## config.mk

```make
export PLATFORM = sky130hd
export DESIGN_NAME = stream_mux_flat
export DESIGN_NICKNAME = d
export VERILOG_FILES = /design/src/rtl/stream_mux_if.sv /design/src/rtl/stream_mux.sv /design/src/flat_wrapper.sv
export SDC_FILE = /design/constraint.sdc
export NUM_CORES = 1
export LEC_CHECK = 0
export CAP_MARGIN = 20
export CORE_AREA = 2 2 88 90
export DETAILED_ROUTE_END_ITERATION = 8
export DIE_AREA = 0 0 90 92
export HOLD_SLACK_MARGIN = 0.12
export PLACE_DENSITY = 0.78
export SYNTH_ARGS = -nofsm -noshare
export SYNTH_HDL_FRONTEND = slang
export SYNTH_SLANG_ARGS = --single-unit
```

## constraint.sdc

```tcl
create_clock -name clk -period 2.3 [get_ports clk]
set_clock_uncertainty 0.05 [all_clocks]
set_input_delay 0.575 -clock clk [delete_from_list [all_inputs] [get_ports clk]]
set_output_delay 0.575 -clock clk [all_outputs]
set_load 0.01 [all_outputs]
```

## src/rtl/stream_mux_if.sv

```systemverilog
// Handshake bundle for stream_mux: N producer channels in, one consumer out.
// slave  : the multiplexer's view (accepts producer words, drives the consumer)
// master : the surrounding system's view (drives producers, acts as consumer)
interface stream_mux_if #(
    parameter int SIZE     = 32,
    parameter int CHANNELS = 4,
    parameter int SEL_W    = $clog2(CHANNELS)
);
    logic [CHANNELS*SIZE-1:0] in_data;
    logic [CHANNELS-1:0]      in_valid;
    logic [CHANNELS-1:0]      in_ready;
    logic [SIZE-1:0]          out_data;
    logic [SEL_W-1:0]         out_sel;
    logic                     out_valid;
    logic                     out_ready;

    modport slave (
        input  in_data,
        input  in_valid,
        input  out_ready,
        output in_ready,
        output out_data,
        output out_sel,
        output out_valid
    );

    modport master (
        output in_data,
        output in_valid,
        output out_ready,
        input  in_ready,
        input  out_data,
        input  out_sel,
        input  out_valid
    );
endinterface

```

## src/rtl/stream_mux.sv

```systemverilog
// N-channel valid/ready stream multiplexer with an internal arbiter and a
// registered output stage (one word per cycle at full throughput).
//
// Optional build macro STREAM_MUX_RR_EN:
//   defined   -> round-robin arbitration from a last-grant pointer
//   undefined -> fixed priority, lowest requesting index wins
//
// in_ready is gated by rst_n so no producer sees an accept while reset is held.
module stream_mux #(
    parameter int  SIZE     = 32,
    parameter int  CHANNELS = 4,
    localparam int SEL_W    = $clog2(CHANNELS)
) (
    input  logic        clk,
    input  logic        rst_n,
    stream_mux_if.slave bus
);

    logic                load_ok;
    logic                xfer;
    logic [CHANNELS-1:0] grant;
    logic [SEL_W-1:0]    grant_idx;
    logic [SIZE-1:0]     sel_data;

    assign load_ok      = !bus.out_valid || bus.out_ready;
    assign bus.in_ready = grant & {CHANNELS{load_ok & rst_n}};
    assign xfer         = |(bus.in_valid & bus.in_ready);

`ifdef STREAM_MUX_RR_EN
    logic [SEL_W-1:0] ptr;

    // Round-robin search: first requester at ptr+1, ptr+2, ... modulo CHANNELS.
    always_comb begin
        logic             found;
        logic [SEL_W:0]   cand;
        logic [SEL_W-1:0] cand_idx;
        grant     = '0;
        grant_idx = '0;
        found     = 1'b0;
        cand      = '0;
        cand_idx  = '0;
        for (int k = 0; k < CHANNELS; k++) begin
            cand = {1'b0, ptr} + (SEL_W+1)'(k + 1);
            if (cand >= (SEL_W+1)'(CHANNELS)) begin
                cand = cand - (SEL_W+1)'(CHANNELS);
            end
            cand_idx = cand[SEL_W-1:0];
            if (!found && bus.in_valid[cand_idx]) begin
                found           = 1'b1;
                grant[cand_idx] = 1'b1;
                grant_idx       = cand_idx;
            end
        end
    end

    // Last-grant pointer moves only when a word is actually taken.
    always_ff @(posedge clk or negedge rst_n) begin
        if (!rst_n) begin
            ptr <= SEL_W'(CHANNELS - 1);
        end else if (xfer) begin
            ptr <= grant_idx;
        end
    end
`else
    // Fixed priority: lowest requesting index wins.
    always_comb begin
        logic found;
        grant     = '0;
        grant_idx = '0;
        found     = 1'b0;
        for (int i = 0; i < CHANNELS; i++) begin
            if (!found && bus.in_valid[i]) begin
                found     = 1'b1;
                grant[i]  = 1'b1;
                grant_idx = SEL_W'(i);
            end
        end
    end
`endif

    // AND-OR select of the granted channel's data word.
    always_comb begin
        sel_data = '0;
        for (int i = 0; i < CHANNELS; i++) begin
            if (grant[i]) begin
                sel_data = bus.in_data[i*SIZE +: SIZE];
            end
        end
    end

    // Output register: load on input transfer, drain on output transfer, hold on stall.
    always_ff @(posedge clk or negedge rst_n) begin
        if (!rst_n) begin
            bus.out_valid <= 1'b0;
            bus.out_data  <= '0;
            bus.out_sel   <= '0;
        end else if (xfer) begin
            bus.out_valid <= 1'b1;
            bus.out_data  <= sel_data;
            bus.out_sel   <= grant_idx;
        end else if (bus.out_valid && bus.out_ready) begin
            bus.out_valid <= 1'b0;
        end
    end

endmodule

```

## src/flat_wrapper.sv

```systemverilog
// flat-port wrapper written by rule: the top's interface ports become plain ports
module stream_mux_flat 
#(
    parameter int  SIZE     = 32,
    parameter int  CHANNELS = 4,
    localparam int SEL_W    = $clog2(CHANNELS)
)
  (clk, rst_n, bus_in_data, bus_in_valid, bus_out_ready, bus_in_ready, bus_out_data, bus_out_sel, bus_out_valid);
  stream_mux_if #(.SIZE(SIZE), .CHANNELS(CHANNELS)) bus_i ();
  input  logic clk;
  input  logic rst_n;
  input wire logic [$bits(bus_i.in_data)-1:0] bus_in_data;
  input wire logic [$bits(bus_i.in_valid)-1:0] bus_in_valid;
  input wire logic [$bits(bus_i.out_ready)-1:0] bus_out_ready;
  output wire logic [$bits(bus_i.in_ready)-1:0] bus_in_ready;
  output wire logic [$bits(bus_i.out_data)-1:0] bus_out_data;
  output wire logic [$bits(bus_i.out_sel)-1:0] bus_out_sel;
  output wire logic [$bits(bus_i.out_valid)-1:0] bus_out_valid;
  assign bus_i.in_data = bus_in_data;
  assign bus_i.in_valid = bus_in_valid;
  assign bus_i.out_ready = bus_out_ready;
  assign bus_in_ready = bus_i.in_ready;
  assign bus_out_data = bus_i.out_data;
  assign bus_out_sel = bus_i.out_sel;
  assign bus_out_valid = bus_i.out_valid;
  stream_mux #(.SIZE(SIZE), .CHANNELS(CHANNELS)) u_core (.clk(clk), .rst_n(rst_n), .bus(bus_i));
endmodule
```

==> flow_results.org <==
** Run status
- The run finished with clean final reports.

** Drt
- For this run, design rule violations remaining after detail routing come to 0.
- Across all layers, the routed design uses approximately 2900 vias.
- The count of nets left with antenna violations once routing finished came out at 0.
- The final layout contains routed wiring with a total length of between 8000 and 9000 um.
- The detailed router finished its first iteration with between 100 and 150 violations.
- Via density per instance :: 5.06
- After detailed routing, the average wire length per cell comes to ~15 um.
- For this run, the detailed router's first-pass iteration total came to 4.

** Hold path
- Path category of the worst min-delay check :: input pin to asynchronous set/reset pin

** Floorplanning
- The floorplan step defined a die boundary enclosing 8280 sq um.
- The initial utilization of the core area, before any placement, comes to 32.5%.
- Height of the die :: approximately 92 um
- I/O pin count :: 174
- Standard cell core area :: between 7000 and 8000 sq um
- Row generation in the floorplan step produced 32 rows.
- Die boundary width :: roughly 90 um

** STA
- The final-report max-slew violation count came to 0.
- Total Negative Setup Slacks :: 0 ns
- The total count of hold-check failures in the final report is 0.
- Measured against its own limit, the worst slew margin works out to between 60 and 70%.
- Share of the clock period used by the worst path :: 97.4%
- Final hold analysis gives a worst-case slack of between 0.2 and 0.3 ns.
- Setup slack closes at 0.0589 ns.
- The smallest clock period supported by the final layout is computed as approximately 2.2 ns.
- Setup violations remaining at the end of the flow were counted as 0.
- At the pin with the least slew margin, the transition time is 0.460 ns.
- Achievable frequency :: 0.446 GHz

** Global routing
- Number of antenna violations at the first check in global routing :: 0
- Largest net degree at the start of global routing :: between 40 and 50
- GR Overflow Total :: 0
- Global routing usage summed across all routing layers :: 20.8%
- Wire length of the first global-routing pass :: 13700 um
- The via count of the first global-routing pass is roughly 2900.

** Logic synthesis
- The number of different library cells used by synthesis comes to 28.
- Averaged over all synthesized cells, the footprint is around 8 sq um.
- Post-synthesis sequential area ratio :: between 30% and 40%
- After technology mapping, the gate count stands at 301.
- Flop and latch count out of synthesis :: 35
- Fraction of post-synthesis cell area in the top cell type by area :: 36.2%
- Largest area contributor in the netlist :: sky130_fd_sc_hd__dfrtp_1
- Cell area after synthesis :: about 2400 sq um
- The Yosys step of the flow raised 0 warnings.
- Top post-synthesis cells by area :: sky130_fd_sc_hd__dfrtp_1 36%, sky130_fd_sc_hd__nand2_1 10%, sky130_fd_sc_hd__a221o_1 8.7%
- The number of nets in the synthesized netlist is between 400 and 500.

** Layout
- In the layout the commonest cells are 164 x sky130_fd_sc_hd__clkdlybuf4s50_1, 66 x sky130_fd_sc_hd__nand2_1, 35 x sky130_fd_sc_hd__dfrtp_1, 34 x sky130_fd_sc_hd__nor2_1, 24 x sky130_fd_sc_hd__inv_1.
- Area taken by multi-input logic gates :: 1290 sq um
- Share of cells above drive strength 1 :: between 10% and 20%
- The finished cells cover 4380 sq um.
- Antenna diode count :: 0
- Total area of sequential cells :: 876 sq um
- Final standard cell count with taps included and fillers excluded :: 578
- Counting the fill cells in the layout gives 716.
- In the final design database the tool counted 610 nets.
- Most frequent standard cell in the layout excluding fill and tap cells :: sky130_fd_sc_hd__clkdlybuf4s50_1
- Final standard cell utilization of the core :: roughly 59%
- Layout overhead on the synthesized area :: 80.9%

** Worst setup path
- The critical path in this run is classified as input pin to output pin.
- Critical path peak fanout :: 4
- At the worst endpoint, the required time is about 1.7 ns.
- The worst setup path is launched from an input pin.
- Data arrival, critical path :: 1.62 ns
- Critical path capture point type :: output pin

** Clocking
- Clock insertion delay at the later pin of the skew report :: 0.28 ns
- Clock-pin slew was measured on the worst setup and hold paths at 0.07 ns.
- The clock net in this run drives a total of 35 sinks.
- In this run, CTS created clock tree buffers numbering 5.
- Buffer cell driving the clock tree root :: sky130_fd_sc_hd__clkbuf_8
- Level count of the clock H-tree :: 2
- For this design, the CTS-stage hold fixing added 0 buffers.
- CTS Buffer Depth :: 2
- CTS tree :: built

** Power
- Post-layout power :: 2.13 mW
- IR analysis of the VDD net gives a maximum drop of about 0.00028 V.
- Power per cell area :: 487 nW/um^2
- Leakage power of the design :: 1.78 nW

** Placement
- Timing analysis after detailed placement gives a worst setup slack of -0.454 ns.
- Placer's final routability congestion estimate :: 0.811
- Number of cells after detailed placement :: 570
- Count of port buffers added during placement :: 173
- After detailed placement, the total cell area comes to 4290 sq um.
- Placed wire-length estimate after detailed placement :: 6720 um

** Flow run
- Number of max-cap violations :: 0
==> power by group <==
part | switching [mW] | internal, mW | total (mW)
clock | 0.223 | 0.213 | 0.436
combinational | 0.356 | 0.558 | 0.913
sequential | 0.0583 | 0.725 | 0.784
total | 0.637 | 1.50 | 2.13
==> area by class of cell <==
cell class	instances	share of cell area, %
Tap cell	102	2.91
Clock buffer	7	1.74
Inverter	24	2.06
Clock inverter	1	0.114
Sequential cell	35	20.0
Multi-Input combinational cell	211	29.4
Timing Repair Buffer	198	43.7
==> layer usage <==
metal / up-vias / wire [um] / GRT usage [%] / part of all wire [%]
met1: 1368 / 3630 / 23.9 / 41
met3: 12 / 602 / 5.92 / 6.8
met2: 122 / 4470 / 37.3 / 50
li1: 1424 / - / - / -
met4: 0 / 154 / 6.67 / 1.7
met5: - / 0 / 0 / 0
==> logic make-up after synthesis <==
kind of cell	share of synthesized area, %
AO/OA/AOI/OAI	30.8
AND/OR/NAND/NOR	21.0
buffers and inverters	12.0
flip-flops	36.2
==> sequential cells by signal, summed over array words and instances, names as in the netlist <==
name                  cells
u_core.bus.out_data      32
u_core.bus.out_valid      1
u_core.bus.out_sel        2
==> timing repair <==
action	4_1_cts	5_1_grt
resized for setup	15	6
setup buffers	0	0
pin swaps	0	1
setup endpoints to repair	8	4
==> critical path: stages <==
cell	delay, ns
sky130_fd_sc_hd__clkdlybuf4s50_1	0.49
sky130_fd_sc_hd__nand2b_4	0.14
sky130_fd_sc_hd__nand2_4	0.07
sky130_fd_sc_hd__buf_4	0.14
sky130_fd_sc_hd__nor2_2	0.06
sky130_fd_sc_hd__buf_2	0.13
==> synth_stat cells <==
master                      n
sky130_fd_sc_hd__a211oi_1  21
sky130_fd_sc_hd__a211oi_2   1
sky130_fd_sc_hd__a21oi_1    1
sky130_fd_sc_hd__a221o_1   21
sky130_fd_sc_hd__a221oi_1   7
sky130_fd_sc_hd__a221oi_2   3
sky130_fd_sc_hd__a22oi_1    1
sky130_fd_sc_hd__a31oi_1   21
sky130_fd_sc_hd__and2b_1    1
sky130_fd_sc_hd__and3_1     1
sky130_fd_sc_hd__buf_2      5
sky130_fd_sc_hd__buf_4      7
sky130_fd_sc_hd__buf_6      7
sky130_fd_sc_hd__clkbuf_1  12
sky130_fd_sc_hd__dfrtp_1   35
sky130_fd_sc_hd__inv_1     24
sky130_fd_sc_hd__nand2_1   67
sky130_fd_sc_hd__nand2b_1   1
sky130_fd_sc_hd__nor2_1    35
sky130_fd_sc_hd__nor2_2     1
sky130_fd_sc_hd__nor2b_1    1
sky130_fd_sc_hd__nor3_1    11
sky130_fd_sc_hd__nor3b_1    1
sky130_fd_sc_hd__nor4b_4    1
sky130_fd_sc_hd__o21ai_0    1
sky130_fd_sc_hd__o22a_1    12
sky130_fd_sc_hd__o22ai_1    1
sky130_fd_sc_hd__or2_2      1
==> path summary, 6_finish.rpt <==
| kind | startpoint | endpoint | slack, ns | depth (start not counted) |
|---|---|---|---|---|
| worst max-delay path | bus_out_ready | bus_in_ready[0] | 0.06 | 6 |
| worst min-delay path | rst_n | u_core.bus.out_data[8] | 0.26 | 2 |
| worst max register to register | u_core.bus.out_valid | u_core.bus.out_data[26] | 0.69 | 5 |
| worst min register to register | u_core.bus.out_data[5] | u_core.bus.out_data[5] | 0.46 | 1 |
| max in group asynchronous | rst_n | u_core.bus.out_data[21] | 1.70 | 2 |
| min in group clk | u_core.bus.out_data[5] | u_core.bus.out_data[5] | 0.46 | 1 |
No activity file was read; power rests on OpenSTA's default activity.
